===== src/rtl/mod_counter.sv =====
// Parametrised modulo-N up/down counter with parallel load, terminal count and wrap pulse.
// Latency: Q and wrap update one clk edge after the inputs are sampled; tc is combinational.
// Backpressure: none; EC=1 holds the count. Build option CNT_SATURATE_EN clamps at the bounds instead of wrapping.
module mod_counter #(
    parameter int WIDTH     = 4,
    parameter int MODULUS   = 16,
    parameter int RESET_VAL = MODULUS - 1
) (
    input  logic             clk,
    input  logic             r,
    input  logic             EC,
    input  logic             up,
    input  logic             ld,
    input  logic [WIDTH-1:0] D,
    output logic [WIDTH-1:0] Q,
    output logic             tc,
    output logic             wrap
);

    localparam logic [WIDTH-1:0] MAXV = WIDTH'(MODULUS - 1);
    localparam logic [WIDTH-1:0] RSTV = WIDTH'(RESET_VAL);

    logic             at_top;
    logic             at_bot;
    logic             d_in_range;
    logic [WIDTH-1:0] q_nxt;
    logic             wrap_nxt;

    assign at_top     = (Q == MAXV);
    assign at_bot     = (Q == '0);
    assign d_in_range = (32'(D) < 32'(MODULUS));
    assign tc         = ~EC & ((up & at_top) | (~up & at_bot));

    always_comb begin
        q_nxt    = Q;
        wrap_nxt = 1'b0;
        if (ld) begin
            q_nxt = d_in_range ? D : MAXV;
        end else if (!EC) begin
            if (up) begin
                if (at_top) begin
`ifdef CNT_SATURATE_EN
                    q_nxt = MAXV;
`else
                    q_nxt    = '0;
                    wrap_nxt = 1'b1;
`endif
                end else begin
                    q_nxt = Q + WIDTH'(1);
                end
            end else begin
                if (at_bot) begin
`ifdef CNT_SATURATE_EN
                    q_nxt = '0;
`else
                    q_nxt    = MAXV;
                    wrap_nxt = 1'b1;
`endif
                end else begin
                    q_nxt = Q - WIDTH'(1);
                end
            end
        end
    end

    always_ff @(posedge clk) begin
        if (!r) begin
            Q    <= RSTV;
            wrap <= 1'b0;
        end else begin
            Q    <= q_nxt;
            wrap <= wrap_nxt;
        end
    end

endmodule


===== config.mk =====
export PLATFORM = sky130hd
export DESIGN_NAME = mod_counter
export DESIGN_NICKNAME = d
export VERILOG_FILES = /design/src/rtl/mod_counter.sv
export SDC_FILE = /design/constraint.sdc
export NUM_CORES = 1
export LEC_CHECK = 0
export ABC_AREA = 1
export CAP_MARGIN = 20
export CORE_UTILIZATION = 25
export CTS_CLUSTER_SIZE = 16
export DETAILED_ROUTE_END_ITERATION = 7
export SYNTH_ARGS = -nofsm -noshare
export SYNTH_HDL_FRONTEND = slang
export SYNTH_SLANG_ARGS = --single-unit

===== constraint.sdc =====
create_clock -name clk -period 3.8 [get_ports clk]
set_clock_uncertainty 0.05 [all_clocks]
set_input_delay 1.14 -clock clk [delete_from_list [all_inputs] [get_ports clk]]
set_output_delay 1.14 -clock clk [all_outputs]
set_load 0.05 [all_outputs]

==> impl_results.md, run 1 <==
* Antenna diodes at 0
* Synthesized cell area at 357 µm²
* # setup viols final at 0
* CTS max path bufs at 2
* EDFF count, synth at 0
* RSZ-0062 raised after global routing: false
* Netlist cell types at 18
* Async set-or-reset flop fraction in the synthesized netlist at 0
* TritonCTS Sinks at 5
* Top-area cell type share of the netlist area at 0.281
* Post-synthesis sequential area ratio at 0.281
* Synth Area in Simple Gates at 0.298
* Share of layout cells above drive strength 1 at 0.169
* Via count at 388
* Post-synth top area cell: dfxtp_1
* Main combinational cell family by area after synthesis: simple AND/OR/NAND/NOR gates
* XOR/XNOR Fraction of Synth Area at 0.0491
* Syn Inst Count at 53
* DR DRC count at 0
* First-pass GRT wire length at 1380 µm
* Die Wd at 39.8 µm
* Dpl hpwl at 688 µm
* Clock transition at path regs at 0.04 ns
* FF-to-FF Start: Q[0]$_SDFFE_PN1P_
* Antenna viol nets, final at 0
* Area of the die at 1580 µm²
* I/O pin cnt at 15
* Crit Path Class: in -> out
* Row count at 13
* Post-Syn Nets at 64
* Setup bufs post-CTS at 0
* Critical Path Fanout Max at 4
* R2r worst-path depth at 8
* R2r setup slk at 2.49 ns
* Crit path from: up
* Max IR drop VDD at 0.186 mV
* Slew Limit Fails at 0
* Hold_buf cts at 0
* Total gr overflow at 0
* Setup tns final at 0 ns
* Crit. End Element: primary output
* Tcrit/Tclk final at 0.876
* Routed WL per cell at 9.49 µm
* Status: finished, final reports clean
* Fill cell count at 145
* CTS resizes at 0
* Worst-margin pin slew at 0.497 ns
* Data arrival, critical path at 2.14 ns
* Total GRT Usage at 0.133
* Mux cell area share after synthesis at 0
* Synth Area in Adders at 0.0702
* Layout Nets at 83
* Max Cap Violations at 0
* Gp weighted congestion at 0.756
* Synth Warn # at 0
* Area delta synth->final at 54.7%
* CTS H-tree depth at 1
* Critical Path End: tc
* Compound-Gate Fraction of Synth Area at 0.196
* Drt pass-1 iters at 4
* Pwr dens at 348 nW/µm²
* Vias per inst at 4.51
* Total power at 192 µW
* Critical path launch point type: input port
* Post-synth top cells: nand2_1, inv_1, dfxtp_1, nand3_1, nor2_1
* Avg Inst Size Synth at 6.73 µm²
* Top cells by area, synth: dfxtp_1, nand2_1, inv_1
* Final hold vios at 0
* Count leader, synth: nand2_1
* WP data required at 2.61 ns
* IO Port Bufs at 14
* Height of the die at 39.8 µm
* Largest net degree at the start of global routing at 8
* Initial antenna violation count at 0
* Leak at 0.269 nW
* R2r endpoint: Q[3]$_SDFFE_PN1P_
* Commonest register cell after synthesis: dfxtp_1
* DRT iter0 DRCs at 5
* Worst hold path class: reg -> reg
* Max Freq at 300 MHz
* Slew margin rel. at 0.668
* Starting Density at 0.271
* Synth Register Bits at 5
* CTS tree: built
* Cts bufs inserted at 3
* Post-route minimum period at 3.33 ns
* Core area at 1320 µm²
* Final wirelength at 816 µm
* Clock latency on the worst-skew pair at 0.24 ns
* Vias in the first global route at 366
* Root buffer cell: clkbuf_4
-- critical path, cell delays in order --
cell and delay [ns]:
clkdlybuf4s50_1 0.54, inv_2 0.07, nand2_1 0.08, nand3_2 0.07
inv_1 0.10, buf_12 0.14
-- cells by family after synthesis --
logic type	Yosys count
xor+xnor	2
simple gates	24
flops	5
buf+inv	10
compound gates	10
fa+ha+maj	2
-- placed cells by master (no fill, tap or decap) --
cell / Yosys / layout
a21oi_1: 3 / 3
a21oi_2: 1 / 1
a22oi_1: 1 / 1
buf_12: 0 / 1
clkbuf_1: 0 / 1
clkbuf_4: 0 / 3
clkdlybuf4s50_1: 0 / 13
dfxtp_1: 5 / 5
ha_1: 2 / 2
inv_1: 7 / 7
inv_2: 3 / 3
nand2_1: 12 / 12
nand2_2: 1 / 1
nand3_1: 5 / 5
nand3_2: 1 / 1
nor2_1: 4 / 4
nor3_1: 1 / 1
o211ai_1: 1 / 1
o21ai_1: 1 / 1
o21ai_2: 2 / 2
o221ai_1: 1 / 1
xor2_1: 2 / 2
-- state kept, by name, summed over array words and instances, names as in the netlist --
signal,flops
wrap,1
Q,4
-- layout make-up --
cell class | instances | area (µm²) | area share
clock buffer | 4 | 26.3 | 0.0476
sequential | 5 | 100 | 0.181
multi-input combinational | 38 | 219 | 0.397
inverter | 10 | 37.5 | 0.0680
tap | 15 | 18.8 | 0.0340
timing repair buffer | 14 | 150 | 0.272
-- routing by layer --
metal  vias to the layer above  global-route usage  part of all wire
li1                        210                   -                 -
met5                         -                   0                 0
met4                         0              0.0776                 0
met2                        10               0.217              0.46
met1                       168               0.164              0.49
met3                         0              0.0170             0.053
-- report_power, final --
part / internal [mW] / switching (mW) / leakage (nW) / total (mW)
Sequential: 0.0567 / 0.00510 / 0.0416 / 0.0618
Clock: 0.0398 / 0.0226 / 0.0150 / 0.0624
Combinational: 0.0280 / 0.0398 / 0.213 / 0.0678
-- metrics by stage --
step | hold WS (ns) | utilization | worst slack [ns] | cell area [µm²] | std cells
after floorplan | 0.755 | - | 1.01 | 357 | 53
after CTS | 0.570 | 0.419 | 0.461 | 552 | 86
final | 0.560 | 0.419 | 0.470 | 552 | 86
after global routing | 0.597 | 0.419 | 0.387 | 552 | 86
after detailed placement | 0.562 | 0.399 | 0.467 | 526 | 82
after global placement | 0.557 | 0.399 | 0.479 | 526 | 82
-- worst min-delay path by stage --
stage | from | endpoint | slack (ns) | cells past startpoint
2_1_floorplan | Q[1]$_SDFFE_PN1P_ | Q[1]$_SDFFE_PN1P_ | 0.75 | 2
3_3_place_gp | Q[1]$_SDFFE_PN1P_ | Q[1]$_SDFFE_PN1P_ | 0.56 | 2
3_5_place_dp | Q[1]$_SDFFE_PN1P_ | Q[1]$_SDFFE_PN1P_ | 0.56 | 2
4_1_cts | Q[1]$_SDFFE_PN1P_ | Q[1]$_SDFFE_PN1P_ | 0.57 | 2
5_1_grt | Q[1]$_SDFFE_PN1P_ | Q[1]$_SDFFE_PN1P_ | 0.60 | 2
6_report | Q[1]$_SDFFE_PN1P_ | Q[1]$_SDFFE_PN1P_ | 0.56 | 2
Note: power is estimated with default switching activity, not from simulation.
==> run 2: changes to the inputs <==
RECOVER_POWER = 100   (was default)
SLEW_MARGIN = 0   (was default)
==> impl_results.md, run 2 (synthesis gave the netlist of run 1 again) <==
* Setup slack at placement at 0.467 ns
* Clock network power share at 0.333
* Final wirelength at 800 µm
* Area of the die at 1580 µm²
* Post-route minimum period at 3.49 ns
* R2r endpoint: Q[3]$_SDFFE_PN1P_
* Layout Nets at 83
* Max Cap Violations at 0
* Setup bufs post-CTS at 0
* Biggest register: Q
* Routed WL per cell at 9.30 µm
* Root buffer cell: clkbuf_4
* Total gr overflow at 0
* R2r worst-path depth at 8
* Seq pwr share at 0.329
* Core area at 1320 µm²
* Cts bufs inserted at 3
* WHS Endpoint: Q[1]$_SDFFE_PN1P_
* Max IR drop VDD at 0.185 mV
* Crit Path Class: in -> out
* Slew margin rel. at 0.663
* Data arrival, critical path at 2.30 ns
* Crit-path slowest cell: dlygate4sd3_1
* Worst-margin pin slew at 0.503 ns
* CTS resizes at 0
* Leak at 0.264 nW
* Tcrit/Tclk final at 0.917
* Max FFs per register at 4
* RSZ-0062 raised after global routing: false
* # setup viols final at 0
* Initial antenna violation count at 0
* First-pass GRT wire length at 1380 µm
* Hold_buf cts at 0
* Gp weighted congestion at 0.756
* Crit path cell chain: dlygate4sd3_1 -> inv_2 -> nand2_1 -> nand3_2 -> inv_1 -> clkbuf_2
* Total GRT Usage at 0.133
* Max Freq at 287 MHz
* Starting Density at 0.271
* Height of the die at 39.8 µm
* Drt pass-1 iters at 4
* Pwr dens at 350 nW/µm²
* Antenna viol nets, final at 0
* Share of layout cells above drive strength 1 at 0.155
* CTS max path bufs at 2
* Delay of the slowest critical-path stage at 0.62 ns
* Largest net degree at the start of global routing at 8
* Clock transition at path regs at 0.04 ns
* Internal power at 120 µW
* I/O pin cnt at 15
* Hold Crit Depth at 2
* FF-to-FF Start: Q[0]$_SDFFE_PN1P_
* Biggest regs: Q: 4 flops, wrap: 1 flops
* Net Sw Power at 66.4 µW
* IO Port Bufs at 14
* Area delta synth->final at 49.8%
* Most common cell after layout, fill and taps aside: nand2_1
* Logic pwr share at 0.337
* Vias per inst at 4.51
* Vias in the first global route at 366
* Dpl hpwl at 688 µm
* Critical Path Fanout Max at 4
* Worst setup margin at 0.314 ns
* Antenna diodes at 0
* Setup tns final at 0 ns
* CTS tree: built
* Clock latency on the worst-skew pair at 0.24 ns
* Final hold vios at 0
* DRT iter0 DRCs at 5
* Status: finished, final reports clean
* Worst hold path class: reg -> reg
* Crit. End Element: primary output
* Die Wd at 39.8 µm
* R2r setup slk at 2.50 ns
* Slew Limit Fails at 0
* Via count at 388
* CTS H-tree depth at 1
* Most frequent cells in the layout: nand2_1, inv_1, dlygate4sd3_1, clkdlybuf4s50_1
* Critical path launch point type: input port
* Hold wc startpoint: Q[1]$_SDFFE_PN1P_
* Switch share at 0.355
* Smallest hold slack at 0.556 ns
* TritonCTS Sinks at 5
* WP data required at 2.61 ns
* DR DRC count at 0
* Row count at 13
## run 2: worst max-delay path, delay by kind of cell
| kind | cells | cell delay [ns] |
|---|---|---|
| AND/OR/NAND/NOR | 2 | 0.15 |
| buffers and inverters | 4 | 1.01 |
## run 2: per-layer routing
metal | vias to the layer above | wire length (µm) | GRT usage
li1 | 211 | - | -
met1 | 167 | 387 | 0.164
met2 | 10 | 371 | 0.217
met3 | 0 | 42 | 0.0170
met4 | 0 | 0 | 0.0776
met5 | - | 0 | 0
## run 2: how the worst max path moves through the flow
stage	from	to	slack, ns
after CTS	up	tc	0.46
after floorplan	up	tc	1.01
final	up	tc	0.31
after global routing	up	tc	0.23
after detailed placement	up	tc	0.47
after global placement	up	tc	0.48
## run 2: layout make-up
type,count,area (µm²)
multi-input cells,38,216
repair buffers,14,135
clock buffers,4,26.3
well taps,15,18.8
flip-flops and latches,5,100
fillers,148,783
inverters,10,37.5
## run 2: power by group through the flow
stage / registers [mW] / logic, mW / clock network [mW]
detailed placement: 0.0628 / 0.0681 / 0
floorplan: 0.0758 / 0.0284 / 0
global placement: 0.0625 / 0.0680 / 0
finish: 0.0616 / 0.0630 / 0.0623
global route: 0.0622 / 0.0688 / 0.0702
CTS: 0.0618 / 0.0683 / 0.0655
## run 2: through the flow
stage	instance area (µm²)	instances	util	total power, mW
after floorplan	357	53	-	0.104
final	534	86	0.406	0.187
after CTS	552	86	0.419	0.196
after global routing	534	86	0.406	0.201
after detailed placement	526	82	0.399	0.131
after global placement	526	82	0.399	0.131
